## config.mk

```make
export PLATFORM = sky130hd
export DESIGN_NAME = mem_access_stage
export DESIGN_NICKNAME = d
export VERILOG_FILES = /design/src/rtl/mem_access_stage_pkg.sv /design/src/rtl/mem_access_stage_load_align_ext.sv /design/src/rtl/mem_access_stage.sv
export SDC_FILE = /design/constraint.sdc
export NUM_CORES = 1
export LEC_CHECK = 0
export ABC_AREA = 1
export CORE_ASPECT_RATIO = 0.5
export CORE_MARGIN = 1.5
export CORE_UTILIZATION = 40
export CTS_BUF_LIST = sky130_fd_sc_hd__clkbuf_8
export DETAILED_ROUTE_END_ITERATION = 6
export PLACE_DENSITY = 0.79
export REMOVE_ABC_BUFFERS = 1
export SLEW_MARGIN = 10
export SYNTH_ARGS = -nofsm -noshare
export SYNTH_HDL_FRONTEND = slang
export SYNTH_SLANG_ARGS = --single-unit
```

## constraint.sdc

```tcl
create_clock -name clk -period 2.27 [get_ports clk]
set_input_delay 0.3405 -clock clk [delete_from_list [all_inputs] [get_ports clk]]
set_output_delay 0.3405 -clock clk [all_outputs]
set_load 0.02 [all_outputs]
```

## src/rtl/mem_access_stage_pkg.sv

```systemverilog
// Shared definitions for the load/store stage: opcode codes common with the ALU,
// the stage FSM states, access sizes and the memory-opcode decoder.
package mem_access_stage_pkg;

  localparam logic [5:0] OP_LB  = 6'b010011;
  localparam logic [5:0] OP_LH  = 6'b010100;
  localparam logic [5:0] OP_LW  = 6'b010101;
  localparam logic [5:0] OP_LBU = 6'b010110;
  localparam logic [5:0] OP_LHU = 6'b010111;
  localparam logic [5:0] OP_SB  = 6'b011000;
  localparam logic [5:0] OP_SH  = 6'b011001;
  localparam logic [5:0] OP_SW  = 6'b011010;

  typedef enum logic {
    IDLE,
    WAIT
  } state_e;

  typedef enum logic [1:0] {
    SZ_BYTE,
    SZ_HALF,
    SZ_WORD
  } size_e;

  typedef struct packed {
    logic  is_load;
    logic  is_store;
    size_e size;
    logic  is_unsigned;
  } mem_op_t;

  function automatic mem_op_t decode_op(input logic [5:0] op);
    mem_op_t m;
    m.is_load     = 1'b0;
    m.is_store    = 1'b0;
    m.size        = SZ_WORD;
    m.is_unsigned = 1'b0;
    case (op)
      OP_LB:  begin m.is_load = 1'b1; m.size = SZ_BYTE; end
      OP_LH:  begin m.is_load = 1'b1; m.size = SZ_HALF; end
      OP_LW:  begin m.is_load = 1'b1; m.size = SZ_WORD; end
      OP_LBU: begin m.is_load = 1'b1; m.size = SZ_BYTE; m.is_unsigned = 1'b1; end
      OP_LHU: begin m.is_load = 1'b1; m.size = SZ_HALF; m.is_unsigned = 1'b1; end
      OP_SB:  begin m.is_store = 1'b1; m.size = SZ_BYTE; end
      OP_SH:  begin m.is_store = 1'b1; m.size = SZ_HALF; end
      OP_SW:  begin m.is_store = 1'b1; m.size = SZ_WORD; end
      default: ;
    endcase
    return m;
  endfunction

endpackage

```

## src/rtl/mem_access_stage_load_align_ext.sv

```systemverilog
// Selects the addressed byte/halfword lane of a read word and sign- or
// zero-extends it to 32 bits.
module load_align_ext
  import mem_access_stage_pkg::*;
(
  input  logic [31:0] rdata,
  input  logic [1:0]  byte_off,
  input  size_e       size,
  input  logic        is_unsigned,
  output logic [31:0] ext_data
);

  logic [31:0] lane;

  always_comb begin
    lane = rdata >> {byte_off, 3'b000};
    case (size)
      SZ_BYTE: ext_data = {{24{~is_unsigned & lane[7]}}, lane[7:0]};
      SZ_HALF: ext_data = {{16{~is_unsigned & lane[15]}}, lane[15:0]};
      default: ext_data = lane;
    endcase
  end

endmodule

```

## src/rtl/mem_access_stage.sv

```systemverilog
// Load/store stage: issues req/ack data-memory transactions for loads and stores,
// passes other records through, and emits a registered one-cycle writeback pulse.
module mem_access_stage
  import mem_access_stage_pkg::*;
#(
  parameter int TIMEOUT_CYCLES = 16,
  parameter int ADDR_W         = 32
) (
  input  logic              clk,
  input  logic              rst,
  input  logic              in_valid,
  output logic              in_ready,
  input  logic [5:0]        instruction,
  input  logic [ADDR_W-1:0] mem_addr,
  input  logic [ADDR_W-1:0] store_data,
  input  logic [ADDR_W-1:0] alu_result,
  input  logic              alu_wr_en,
  input  logic [4:0]        rd,
  output logic              dmem_req,
  output logic              dmem_we,
  output logic [ADDR_W-1:0] dmem_addr,
  output logic [ADDR_W-1:0] dmem_wdata,
  output logic [3:0]        dmem_wstrb,
  input  logic              dmem_ack,
  input  logic [ADDR_W-1:0] dmem_rdata,
  output logic              wb_valid,
  output logic              wb_en,
  output logic [4:0]        wb_rd,
  output logic [ADDR_W-1:0] wb_data,
  output logic              misalign_err,
  output logic              bus_err
);

  localparam int CNT_W = (TIMEOUT_CYCLES > 2) ? $clog2(TIMEOUT_CYCLES) : 1;
  localparam logic [CNT_W-1:0] CNT_LAST = CNT_W'(TIMEOUT_CYCLES - 1);

  state_e            state_q, state_d;
  logic [CNT_W-1:0]  cnt_q, cnt_d;
  logic              dmem_req_q, dmem_req_d;
  logic              dmem_we_q, dmem_we_d;
  logic [ADDR_W-1:0] dmem_addr_q, dmem_addr_d;
  logic [ADDR_W-1:0] dmem_wdata_q, dmem_wdata_d;
  logic [3:0]        dmem_wstrb_q, dmem_wstrb_d;
  logic              wb_valid_q, wb_valid_d;
  logic              wb_en_q, wb_en_d;
  logic [4:0]        wb_rd_q, wb_rd_d;
  logic [ADDR_W-1:0] wb_data_q, wb_data_d;
  logic              misalign_q, misalign_d;
  logic              bus_err_q, bus_err_d;
  // Context of the outstanding access, needed to shape the load result.
  logic              is_load_q, is_load_d;
  size_e             size_q, size_d;
  logic              uns_q, uns_d;
  logic [1:0]        off_q, off_d;
  logic [4:0]        rd_q, rd_d;

  mem_op_t     op;
  logic        misaligned;
  logic [31:0] load_ext;

  load_align_ext u_load_align_ext (
    .rdata       (dmem_rdata[31:0]),
    .byte_off    (off_q),
    .size        (size_q),
    .is_unsigned (uns_q),
    .ext_data    (load_ext)
  );

  assign op = decode_op(instruction);
  assign misaligned = ((op.size == SZ_HALF) && mem_addr[0]) ||
                      ((op.size == SZ_WORD) && (mem_addr[1:0] != 2'b00));
  assign in_ready = (state_q == IDLE);

  always_comb begin
    state_d      = state_q;
    cnt_d        = cnt_q;
    dmem_req_d   = dmem_req_q;
    dmem_we_d    = dmem_we_q;
    dmem_addr_d  = dmem_addr_q;
    dmem_wdata_d = dmem_wdata_q;
    dmem_wstrb_d = dmem_wstrb_q;
    wb_valid_d   = 1'b0;
    wb_en_d      = wb_en_q;
    wb_rd_d      = wb_rd_q;
    wb_data_d    = wb_data_q;
    misalign_d   = 1'b0;
    bus_err_d    = 1'b0;
    is_load_d    = is_load_q;
    size_d       = size_q;
    uns_d        = uns_q;
    off_d        = off_q;
    rd_d         = rd_q;

    case (state_q)
      IDLE: begin
        if (in_valid) begin
          if (!op.is_load && !op.is_store) begin
            wb_valid_d = 1'b1;
            wb_en_d    = alu_wr_en;
            wb_rd_d    = rd;
            wb_data_d  = alu_result;
          end else if (misaligned) begin
            wb_valid_d = 1'b1;
            misalign_d = 1'b1;
            wb_en_d    = 1'b0;
            wb_rd_d    = rd;
          end else begin
            state_d      = WAIT;
            cnt_d        = '0;
            dmem_req_d   = 1'b1;
            dmem_we_d    = op.is_store;
            dmem_addr_d  = {mem_addr[ADDR_W-1:2], 2'b00};
            dmem_wdata_d = store_data;
            dmem_wstrb_d = 4'b0000;
            if (op.is_store) begin
              case (op.size)
                SZ_BYTE: begin
                  dmem_wdata_d = ADDR_W'({4{store_data[7:0]}});
                  dmem_wstrb_d = 4'(4'b0001 << mem_addr[1:0]);
                end
                SZ_HALF: begin
                  dmem_wdata_d = ADDR_W'({2{store_data[15:0]}});
                  dmem_wstrb_d = 4'(4'b0011 << mem_addr[1:0]);
                end
                default: dmem_wstrb_d = 4'b1111;
              endcase
            end
            is_load_d = op.is_load;
            size_d    = op.size;
            uns_d     = op.is_unsigned;
            off_d     = mem_addr[1:0];
            rd_d      = rd;
          end
        end
      end
      WAIT: begin
        // Ack takes priority over a timeout landing in the same cycle.
        if (dmem_ack) begin
          state_d    = IDLE;
          dmem_req_d = 1'b0;
          wb_valid_d = 1'b1;
          wb_en_d    = is_load_q;
          wb_rd_d    = rd_q;
          if (is_load_q) wb_data_d = ADDR_W'(load_ext);
        end else if (cnt_q == CNT_LAST) begin
          state_d    = IDLE;
          dmem_req_d = 1'b0;
          wb_valid_d = 1'b1;
          bus_err_d  = 1'b1;
          wb_en_d    = 1'b0;
          wb_rd_d    = rd_q;
        end else begin
          cnt_d = cnt_q + 1'b1;
        end
      end
      default: state_d = IDLE;
    endcase
  end

  always_ff @(posedge clk) begin
    if (rst) begin
      state_q      <= IDLE;
      cnt_q        <= '0;
      dmem_req_q   <= 1'b0;
      dmem_we_q    <= 1'b0;
      dmem_addr_q  <= '0;
      dmem_wdata_q <= '0;
      dmem_wstrb_q <= 4'b0000;
      wb_valid_q   <= 1'b0;
      wb_en_q      <= 1'b0;
      wb_rd_q      <= 5'd0;
      wb_data_q    <= '0;
      misalign_q   <= 1'b0;
      bus_err_q    <= 1'b0;
      is_load_q    <= 1'b0;
      size_q       <= SZ_WORD;
      uns_q        <= 1'b0;
      off_q        <= 2'b00;
      rd_q         <= 5'd0;
    end else begin
      state_q      <= state_d;
      cnt_q        <= cnt_d;
      dmem_req_q   <= dmem_req_d;
      dmem_we_q    <= dmem_we_d;
      dmem_addr_q  <= dmem_addr_d;
      dmem_wdata_q <= dmem_wdata_d;
      dmem_wstrb_q <= dmem_wstrb_d;
      wb_valid_q   <= wb_valid_d;
      wb_en_q      <= wb_en_d;
      wb_rd_q      <= wb_rd_d;
      wb_data_q    <= wb_data_d;
      misalign_q   <= misalign_d;
      bus_err_q    <= bus_err_d;
      is_load_q    <= is_load_d;
      size_q       <= size_d;
      uns_q        <= uns_d;
      off_q        <= off_d;
      rd_q         <= rd_d;
    end
  end

  assign dmem_req     = dmem_req_q;
  assign dmem_we      = dmem_we_q;
  assign dmem_addr    = dmem_addr_q;
  assign dmem_wdata   = dmem_wdata_q;
  assign dmem_wstrb   = dmem_wstrb_q;
  assign wb_valid     = wb_valid_q;
  assign wb_en        = wb_en_q;
  assign wb_rd        = wb_rd_q;
  assign wb_data      = wb_data_q;
  assign misalign_err = misalign_q;
  assign bus_err      = bus_err_q;

endmodule

```

======== Word level (Yosys, flattened, before mapping) ========
Cells that the tools add are included.
storage, ports and cells
  flip-flop bits (word level) ............. 125
  word-level logic and storage cells ...... 121
  output and inout bits ................... 112
  input port bits ......................... 144
operators by class
  shift operators ......................... 3
  bitwise operators ....................... 7
  add/subtract/negate cells ............... 1
  equality and inequality tests ........... 22
  reduce and logical (&&, ||, !) cells .... 21
  mux-type cells .......................... 49
operators with widths
  cell                                                    count
  one-hot mux 32 bit (2 select lines)                     3
  two-way mux 32 bit                                      5
  equality test 6 x 5 -> 1 bit (second input constant)    8
  right shift 32 x 5 -> 32 bit                            1
  two-way mux 5 bit                                       5
  two-way mux 4 bit                                       6
  two-way mux 1 bit                                       22
  one-hot mux 4 bit (2 select lines)                      2
  inequality test 2 bit (second input constant)           6
  AND reduction 4 bit                                     3
  OR reduction 3 bit                                      4
  one-hot mux 5 bit (2 select lines)                      1
  one-hot mux 1 bit (2 select lines)                      4
  inverter 1 bit                                          5
  AND reduction 5 bit                                     1
  OR reduction 5 bit                                      1
  adder 4 x 1 -> 4 bit (second input constant)            1
  equality test 2 x 1 -> 1 bit (second input constant)    2
  equality test 4 bit (second input constant)             1
  zero test 2 bit                                         2
  inequality test 2 x 1 -> 1 bit (second input constant)  2
  one-hot mux 2 bit (2 select lines)                      1
  OR reduction 4 bit                                      1
  << shifter 1 x 2 -> 4 bit (first input constant)        1
  other kinds (11)                                        15

======== Logic depth before layout (Yosys ltp) ========
Gate-level depths: netlist of the first run.
  depth after elaboration ................. 10
  depth in mapped cells ................... 13
  mapped depth without buffers ............ 12

======== Modules after synthesis ========
From an unflattened synthesis of the first run, not the netlist that was laid out.
second synthesis, totals
  cells, all modules ...................... 1000
  area total of the unflattened synthesis .. 6466.2 um2
modules (own cells, without submodules)
  module            cells each  times used  area an instance (um2)  seq. area each (um2)
  mem_access_stage  826         1           5562.8                  2502.4
  load_align_ext    174         1           903.4                   0.0

======== Worst setup path before layout of the first run ========
No wires, ideal clock.
  path kind ............................... reg-to-reg
  from .................................... register cnt_q[0]
  to ...................................... register wb_en_q, in the netlist wb_en
  arrival ................................. 1.462 ns
  path buffers ............................ 0
  period minus slack after synthesis ...... 1.595 ns
  required time ........................... 2.138 ns
  stages on the path, launching flop included .. 9
  setup time .............................. 0.132 ns
  setup slack ............................. 0.675 ns
  path through ............................ dfxtp_1 ha_1 nand3_1 nand2_1 inv_1 nor2_1 nand2_1 nand2_1 a21oi_1
on the way
  cells in the longest elaborated chain, start to end .. 3
ends and longest elaborated chain
  item                                             RTL line                 text
  from (decl)                                      mem_access_stage.sv:38   logic [CNT_W-1:0] cnt_q, cnt_d;
  from (signal assigned)                           mem_access_stage.sv:182  cnt_q <= cnt_d;
  equality test 4 bit                              mem_access_stage.sv:145  end else if (cnt_q == CNT_LAST) begin
  inequality test 3 x 2 -> 1 bit (no source line)  --
  AND reduction 3 bit (no source line)             --
  to (signal assigned)                             mem_access_stage.sv:189  wb_en_q <= wb_en_d;
  to (decl)                                        mem_access_stage.sv:45   logic wb_en_q, wb_en_d;
No other way between the ends.
A chain may end at the register's enable or synchronous reset.

======== Final worst setup path of the first run ========
  from .................................... register state_q
  to ...................................... output port in_ready
on the way
  cells in the longest elaborated chain, start to end .. 1
ends and longest elaborated chain
  item                             RTL line                 text
  from (decl)                      mem_access_stage.sv:37   state_e state_q, state_d;
  from (signal assigned)           mem_access_stage.sv:181  state_q <= state_d;
  inverter 1 bit (no source line)  --
  to (decl)                        mem_access_stage.sv:12   output logic in_ready,
No other way between the ends.

==> flow_metrics.py, run 1 <==
metrics = {
    "clock_tree": {
        "clock_path_buffers": 2,
        "ctsHoldBuffers": 0,
        "clock_latency_ns": 0.43,
        "root_buffer": "clkbuf_8",
        "post-cts-setup-buffers": 0,
        "cts_buffers": 17,
        "htreeDepth": 4,
        "cts_sinks": 125,
        "cts_resized": 0,
        "cts.clk_slew.worst_paths_ns": 0.09,
        "cts_tree": "done",
    },
    "power": {
        "combPwrFrac_pct": 17.4,
        "power_leakage_nw": 3.607,
        "p_total_mw": 5.016,
        "p_int_mw": 3.614,
        "p_seq_share_pct": 45.9,
        "power_switching_mw": 1.402,
        "netSwitchingFraction_pct": 27.96,
        "p_per_area_nw_per_um2": 546.4,
        "vdd_drop_max_v": 0.0003061,
        "clkPwrFrac_pct": 36.7,
    },
    "sta": {
        "fmax_mhz": 498.5,
        "finalClockSkew_ns": 0.01661,
        "hold_viol": 0,
        "slew_viol_final": 0,
        "layout_min_cycle_time_ns": 2.006,
        "holdWs_ns": 0.4251,
        "rsz0062_at_grt": "false",
        "period_share_pct": 88.37,
        "setup-violations-final": 0,
    },
    "critical_path": {
        "crit_type": "reg2out",
        "path_max_fanout": 7,
        "required_ns": 1.93,
        "arrival_ns": 1.67,
        "cp_slowest_cell": "clkdlybuf4s50_1",
        "critPathCaptureType": "output pin",
        "worst_setup_path_start_kind": "flip-flop",
        "path_cells": "inv_1 -> clkdlybuf4s50_1",
        "slowest_delay_ns": 0.68,
        "critical-path-top-delay-family": "buffers and inverters",
        "path_buf_inv": 2,
    },
    "die": {
        "rows": 31,
        "die_h_um": 90.06,
        "chipWidth_um": 177.1,
        "core_um2": 14620,
        "initial_core_util_pct": 41.46,
        "io_pins": 256,
        "dieArea_um2": 15950,
    },
    "detailed_routing": {
        "route.detailed.drc": 0,
        "viasPerCell": 5.115,
        "drt_wl_total_um": 19310,
        "first_iter_violations": 464,
        "ant_nets": 0,
        "drtPass1Iterations": 5,
        "vias": 6818,
        "wire_per_inst_um": 14.49,
    },
    "hold_path": {
        "hp-class": "in2reg",
    },
    "logic_synthesis": {
        "synthMostInstantiatedCell": "nand2_1",
        "avgSynthCellArea_um2": 6.820,
        "async_reset_ff_share_pct": 0,
        "syn_inst": 889,
        "synthTopCellsByCount": "nand2_1, dfxtp_1, a21oi_1",
        "synth_edf_count": 0,
        "synth_ff_type": "dfxtp_1",
        "synth_top_area_share_pct": 41.27,
        "synth.distinct_cells": 32,
        "yosysTopAreaCell": "dfxtp_1",
        "ys_ff_latch": 125,
        "seq_area_frac_synth_pct": 41.27,
        "synth_area_leaders": "dfxtp_1, nand2_1, a21oi_1, o21ai_0, nand3_1",
        "syn_area_um2": 6063,
        "ys_warn_count": 0,
    },
    "place": {
        "port_buffers": 253,
        "dp_hpwl_um": 13490,
        "gp_congestion": 0.8815,
    },
    "global_routing": {
        "top_usage_layer": "met2",
        "antenna_found_initial": 0,
        "grt_pass1_wl_um": 31280,
        "grt_start_max_net_pins": 86,
        "grt_usage_pct": 24.05,
        "overflow": 0,
        "grt_pass1_vias": 6533,
        "gr-usage-met3_pct": 5.838,
        "use_met1_pct": 29.33,
        "met2_usage_pct": 41.50,
    },
    "final_layout": {
        "drive_gt1_share_pct": 8.546,
        "area_delta_synth_final_pct": 51.42,
        "nets": 1267,
        "final_core_util_pct": 62.79,
        "diodes": 0,
    },
    "status": {
        "status": "completed",
    },
    "flow_run": {
        "drv_cap": 0,
    },
}
per-stage QoR:
step	setup slack (ns)	std cells	area (µm²)	setup TNS [ns]
after global placement	0.0006151	1301	8812	0
after CTS	0.2158	1333	9181	0
final	0.2640	1333	9181	0
after global routing	0.1058	1333	9181	0
after floorplan	-1.695	824	5736	-164.97
after detailed placement	-0.06989	1301	8812	-3.361
layout make-up:
cell class              count  area [µm²]
clock inverters            14       121.4
well taps                 198       247.7
flip-flops and latches    125        2502
clock buffers              18       247.7
multi-input cells         662        3113
fillers                  1313        5441
repair buffers            279        2810
inverters                  37       138.9
power by group through the flow:
stage	Clock (mW)	Sequential [mW]	Combinational, mW
after floorplan	0	2.44	0.247
after global placement	0	2.35	0.862
after detailed placement	0	2.35	0.870
after CTS	1.89	2.30	0.875
after global routing	2.01	2.31	0.944
final	1.84	2.30	0.875
layout by cell type, fill, tap and decap left out, types with 3 or more instances in the layout:
master / instances
a21oi_1: 117
a21oi_2: 10
a31oi_1: 8
buf_12: 7
buf_4: 19
clkbuf_8: 18
clkdlybuf4s50_1: 252
clkinv_2: 3
clkinvlp_4: 5
dfxtp_1: 125
inv_1: 35
nand2_1: 302
nand2_2: 14
nand3_1: 70
nand3_2: 3
nor2_1: 21
nor2_2: 3
nor2_4: 3
o211a_1: 7
o211ai_1: 7
o21ai_0: 79
o21ai_1: 3
logic make-up (layout without fill, tap and decap cells):
logic type | after synthesis | in the layout | share of synthesized area (%)
AO/OA/AOI/OAI | 233 | 233 | 20.95
XOR/XNOR | 2 | 2 | 0.2890
adder cells (fa/ha/maj) | 1 | 1 | 0.2063
buffers and inverters | 103 | 348 | 7.759
flip-flops | 125 | 125 | 41.27
other | 1 | 2 | 0.06185
AND/OR/NAND/NOR | 424 | 424 | 29.47
worst min-delay path, stage by stage:
cell     delay (ns)
buf_2          0.14
buf_12         0.20
a21oi_2        0.13
flip-flops by register name, indices dropped and copies added, names as in the netlist:
| register | flops |
|---|---|
| state_q | 1 |
| size_q | 2 |
| off_q | 2 |
| misalign_err | 1 |
| is_load_q | 1 |
| wb_en | 1 |
| dmem_req | 1 |
| bus_err | 1 |
| cnt_q | 4 |
| wb_valid | 1 |
| dmem_addr | 30 |
| wb_data | 32 |
| wb_rd | 5 |
| uns_q | 1 |
| dmem_wdata | 32 |
| rd_q | 5 |
| dmem_we | 1 |
| dmem_wstrb | 4 |
final timing paths:
path | cells after the start | endpoint | from | slack [ns]
worst max-delay path | 2 | in_ready | state_q | 0.26
worst max register to register | 7 | wb_data[0] | state_q | 0.30
worst min-delay path | 3 | dmem_addr[18] | rst | 0.43
worst min register to register | 2 | rd_q[3] | rd_q[3] | 0.46
routing by layer:
layer / vias up / wire length (µm)
met5: - / 0
met4: 0 / 354
met3: 29 / 1616
met2: 280 / 9187
met1: 3113 / 8156
li1: 3396 / -
Note: power is estimated with default switching activity, not from simulation.
==> run 2, diff against run 1 <==
--- a/config.mk
+++ b/config.mk
@@ -8,10 +8,10 @@
 export ABC_AREA = 1
 export CORE_ASPECT_RATIO = 0.5
 export CORE_MARGIN = 1.5
-export CORE_UTILIZATION = 40
+export CORE_UTILIZATION = 25
 export CTS_BUF_LIST = sky130_fd_sc_hd__clkbuf_8
 export DETAILED_ROUTE_END_ITERATION = 6
-export PLACE_DENSITY = 0.79
+export PLACE_DENSITY = 0.55
 export REMOVE_ABC_BUFFERS = 1
 export SLEW_MARGIN = 10
 export SYNTH_ARGS = -nofsm -noshare
==> run 2 against run 1 <==
Net effect:
- largest cell class unchanged
- count of clock-buffer cells in the layout stayed put
- register-to-register slack gained 0.22 ns
- first-iteration DRC count up 5.2%
==> flow_metrics.py, run 2 (synthesis gave the netlist of run 1 again) <==
metrics = {
    "global_routing": {
        "grt_start_max_net_pins": 86,
        "grt_pass1_vias": 6638,
        "grt_usage_pct": 17.53,
        "overflow": 0,
        "grt_pass1_wl_um": 34820,
        "antenna_found_initial": 1,
    },
    "hold_path": {
        "min_to": "dmem_wdata[8]",
        "hp-class": "in2reg",
        "whs_path_depth": 3,
        "hold_start": "rst",
    },
    "clock_tree": {
        "clock_latency_ns": 0.46,
        "clock_path_buffers": 2,
        "cts_buffers": 17,
        "htreeDepth": 4,
        "root_buffer": "clkbuf_8",
        "cts_sinks": 125,
        "cts.clk_slew.worst_paths_ns": 0.08,
        "ctsHoldBuffers": 0,
        "cts_tree": "done",
    },
    "place": {
        "dp_hpwl_um": 15420,
        "placed_cells": 1426,
        "port_buffers": 253,
        "gp_congestion": 0.8725,
        "pre_cts_ws_ns": -0.1003,
        "placed_area_um2": 9021,
    },
    "critical_path": {
        "r2r_end": "wb_data[0]",
        "slowest_delay_ns": 0.63,
        "r2r-start": "state_q",
        "required_ns": 1.93,
        "path_cells": "clkinvlp_4 -> clkdlybuf4s50_1",
        "worst_setup_path_start_kind": "flip-flop",
        "reg2reg_depth": 6,
        "path_max_fanout": 9,
        "path_buf_inv": 2,
        "critPathCaptureType": "output pin",
        "cp_slowest_cell": "clkdlybuf4s50_1",
        "regToRegSetupSlack_ns": 0.52,
        "critical-path-top-delay-family": "buffers and inverters",
        "arrival_ns": 1.75,
        "crit_type": "reg2out",
    },
    "detailed_routing": {
        "drtPass1Iterations": 5,
        "viasPerCell": 4.556,
        "ant_nets": 0,
        "drt_wl_total_um": 21790,
        "drt-met1-wl_um": 10040,
        "wl_met2_um": 10510,
        "route.detailed.drc": 0,
        "first_iter_violations": 488,
        "vias": 6643,
        "topRoutingLayerUsed": "met4",
        "wire_per_inst_um": 14.94,
        "wl_met3_um": 949,
    },
    "die": {
        "initial_core_util_pct": 25.35,
        "io_pins": 256,
        "dieArea_um2": 25250,
        "rows": 40,
        "core_um2": 23920,
        "die_h_um": 113.1,
        "chipWidth_um": 223.2,
    },
    "sta": {
        "setup-violations-final": 0,
        "period_share_pct": 91.98,
        "finalClockSkew_ns": 0.01035,
        "hold_viol": 0,
        "finalWorstSetupSlack_ns": 0.1820,
        "setup_tns_ns": 0,
        "rsz0062_at_grt": "false",
        "layout_min_cycle_time_ns": 2.088,
        "fmax_mhz": 478.9,
        "slew_viol_final": 0,
    },
    "power": {
        "vdd_drop_max_v": 0.0003439,
        "p_total_mw": 5.350,
        "power_leakage_nw": 3.691,
        "p_per_area_nw_per_um2": 566.0,
    },
    "final_layout": {
        "nets": 1275,
        "final_common_cell": "nand2_1",
        "area_delta_synth_final_pct": 55.90,
        "design_area_um2": 9453,
        "layout.cells.non_filler": 1458,
        "drive_gt1_share_pct": 8.932,
        "final_cell_mix": "nand2_1, clkdlybuf4s50_1, dfxtp_1",
        "num-fill-cells": 2504,
    },
    "status": {
        "status": "completed",
    },
    "flow_run": {
        "drv_cap": 0,
    },
}
run 2: changes by cell type in the layout (fill, tap and decap cells not counted):
cell	previous run	this run
buf_4	19	28
bufinv_16	1	4
clkinv_2	3	0
clkinvlp_4	5	2
clkinv_4	2	4
inv_1	35	37
inv_6	2	0
buf_2	1	0
diode_2	0	1
run 2: what timing repair did:
item / in CTS / in global routing
hold endpoints to repair: 0 / 0
resized for setup: 0 / 1
setup endpoints to repair: 0 / 1
setup buffers: 0 / 0
run 2: area by class of cell:
| class | instances | area, µm² | area share (%) |
|---|---|---|---|
| multi-input cells | 662 | 3113 | 32.93 |
| repair buffers | 287 | 2873 | 30.39 |
| flip-flops and latches | 125 | 2502 | 26.47 |
| well taps | 315 | 394.1 | 4.169 |
| clock buffers | 18 | 247.7 | 2.621 |
| diodes | 1 | 2.502 | 0.02647 |
| inverters | 37 | 142.6 | 1.509 |
| clock inverters | 13 | 177.7 | 1.880 |
run 2: tightest hold or removal path: stages:
cell,delay (ns)
buf_4,0.12
buf_12,0.22
a21oi_1,0.14
run 2: worst max path at each step:
stage	startpoint	endpoint	cells after the start
floorplan	state_q	dmem_wdata[10]	7
global placement	instruction[1]	dmem_addr[20]	11
detailed placement	instruction[1]	dmem_addr[25]	11
CTS	state_q	in_ready	2
global route	state_q	in_ready	2
finish	state_q	in_ready	2
run 2: power breakdown:
part           switching [mW]  total (mW)  internal, mW
registers              0.0370        2.30          2.27
logic                   0.427       0.890         0.463
clock network           0.948        2.16          1.21
total                    1.41        5.35          3.94
run 2: through the flow:
step	hold slack (ns)	util (%)
finish	0.4094	39.51
floorplan	0.4029	-
CTS	0.3697	39.49
global route	0.3826	39.51
global placement	0.4362	37.71
detailed placement	0.4430	37.71
run 2: routing by layer:
layer	up-vias	GRT usage [%]
met5	-	0
met1	3056	21.61
met2	161	29.90
li1	3408	-
met4	0	5.215
met3	18	4.908
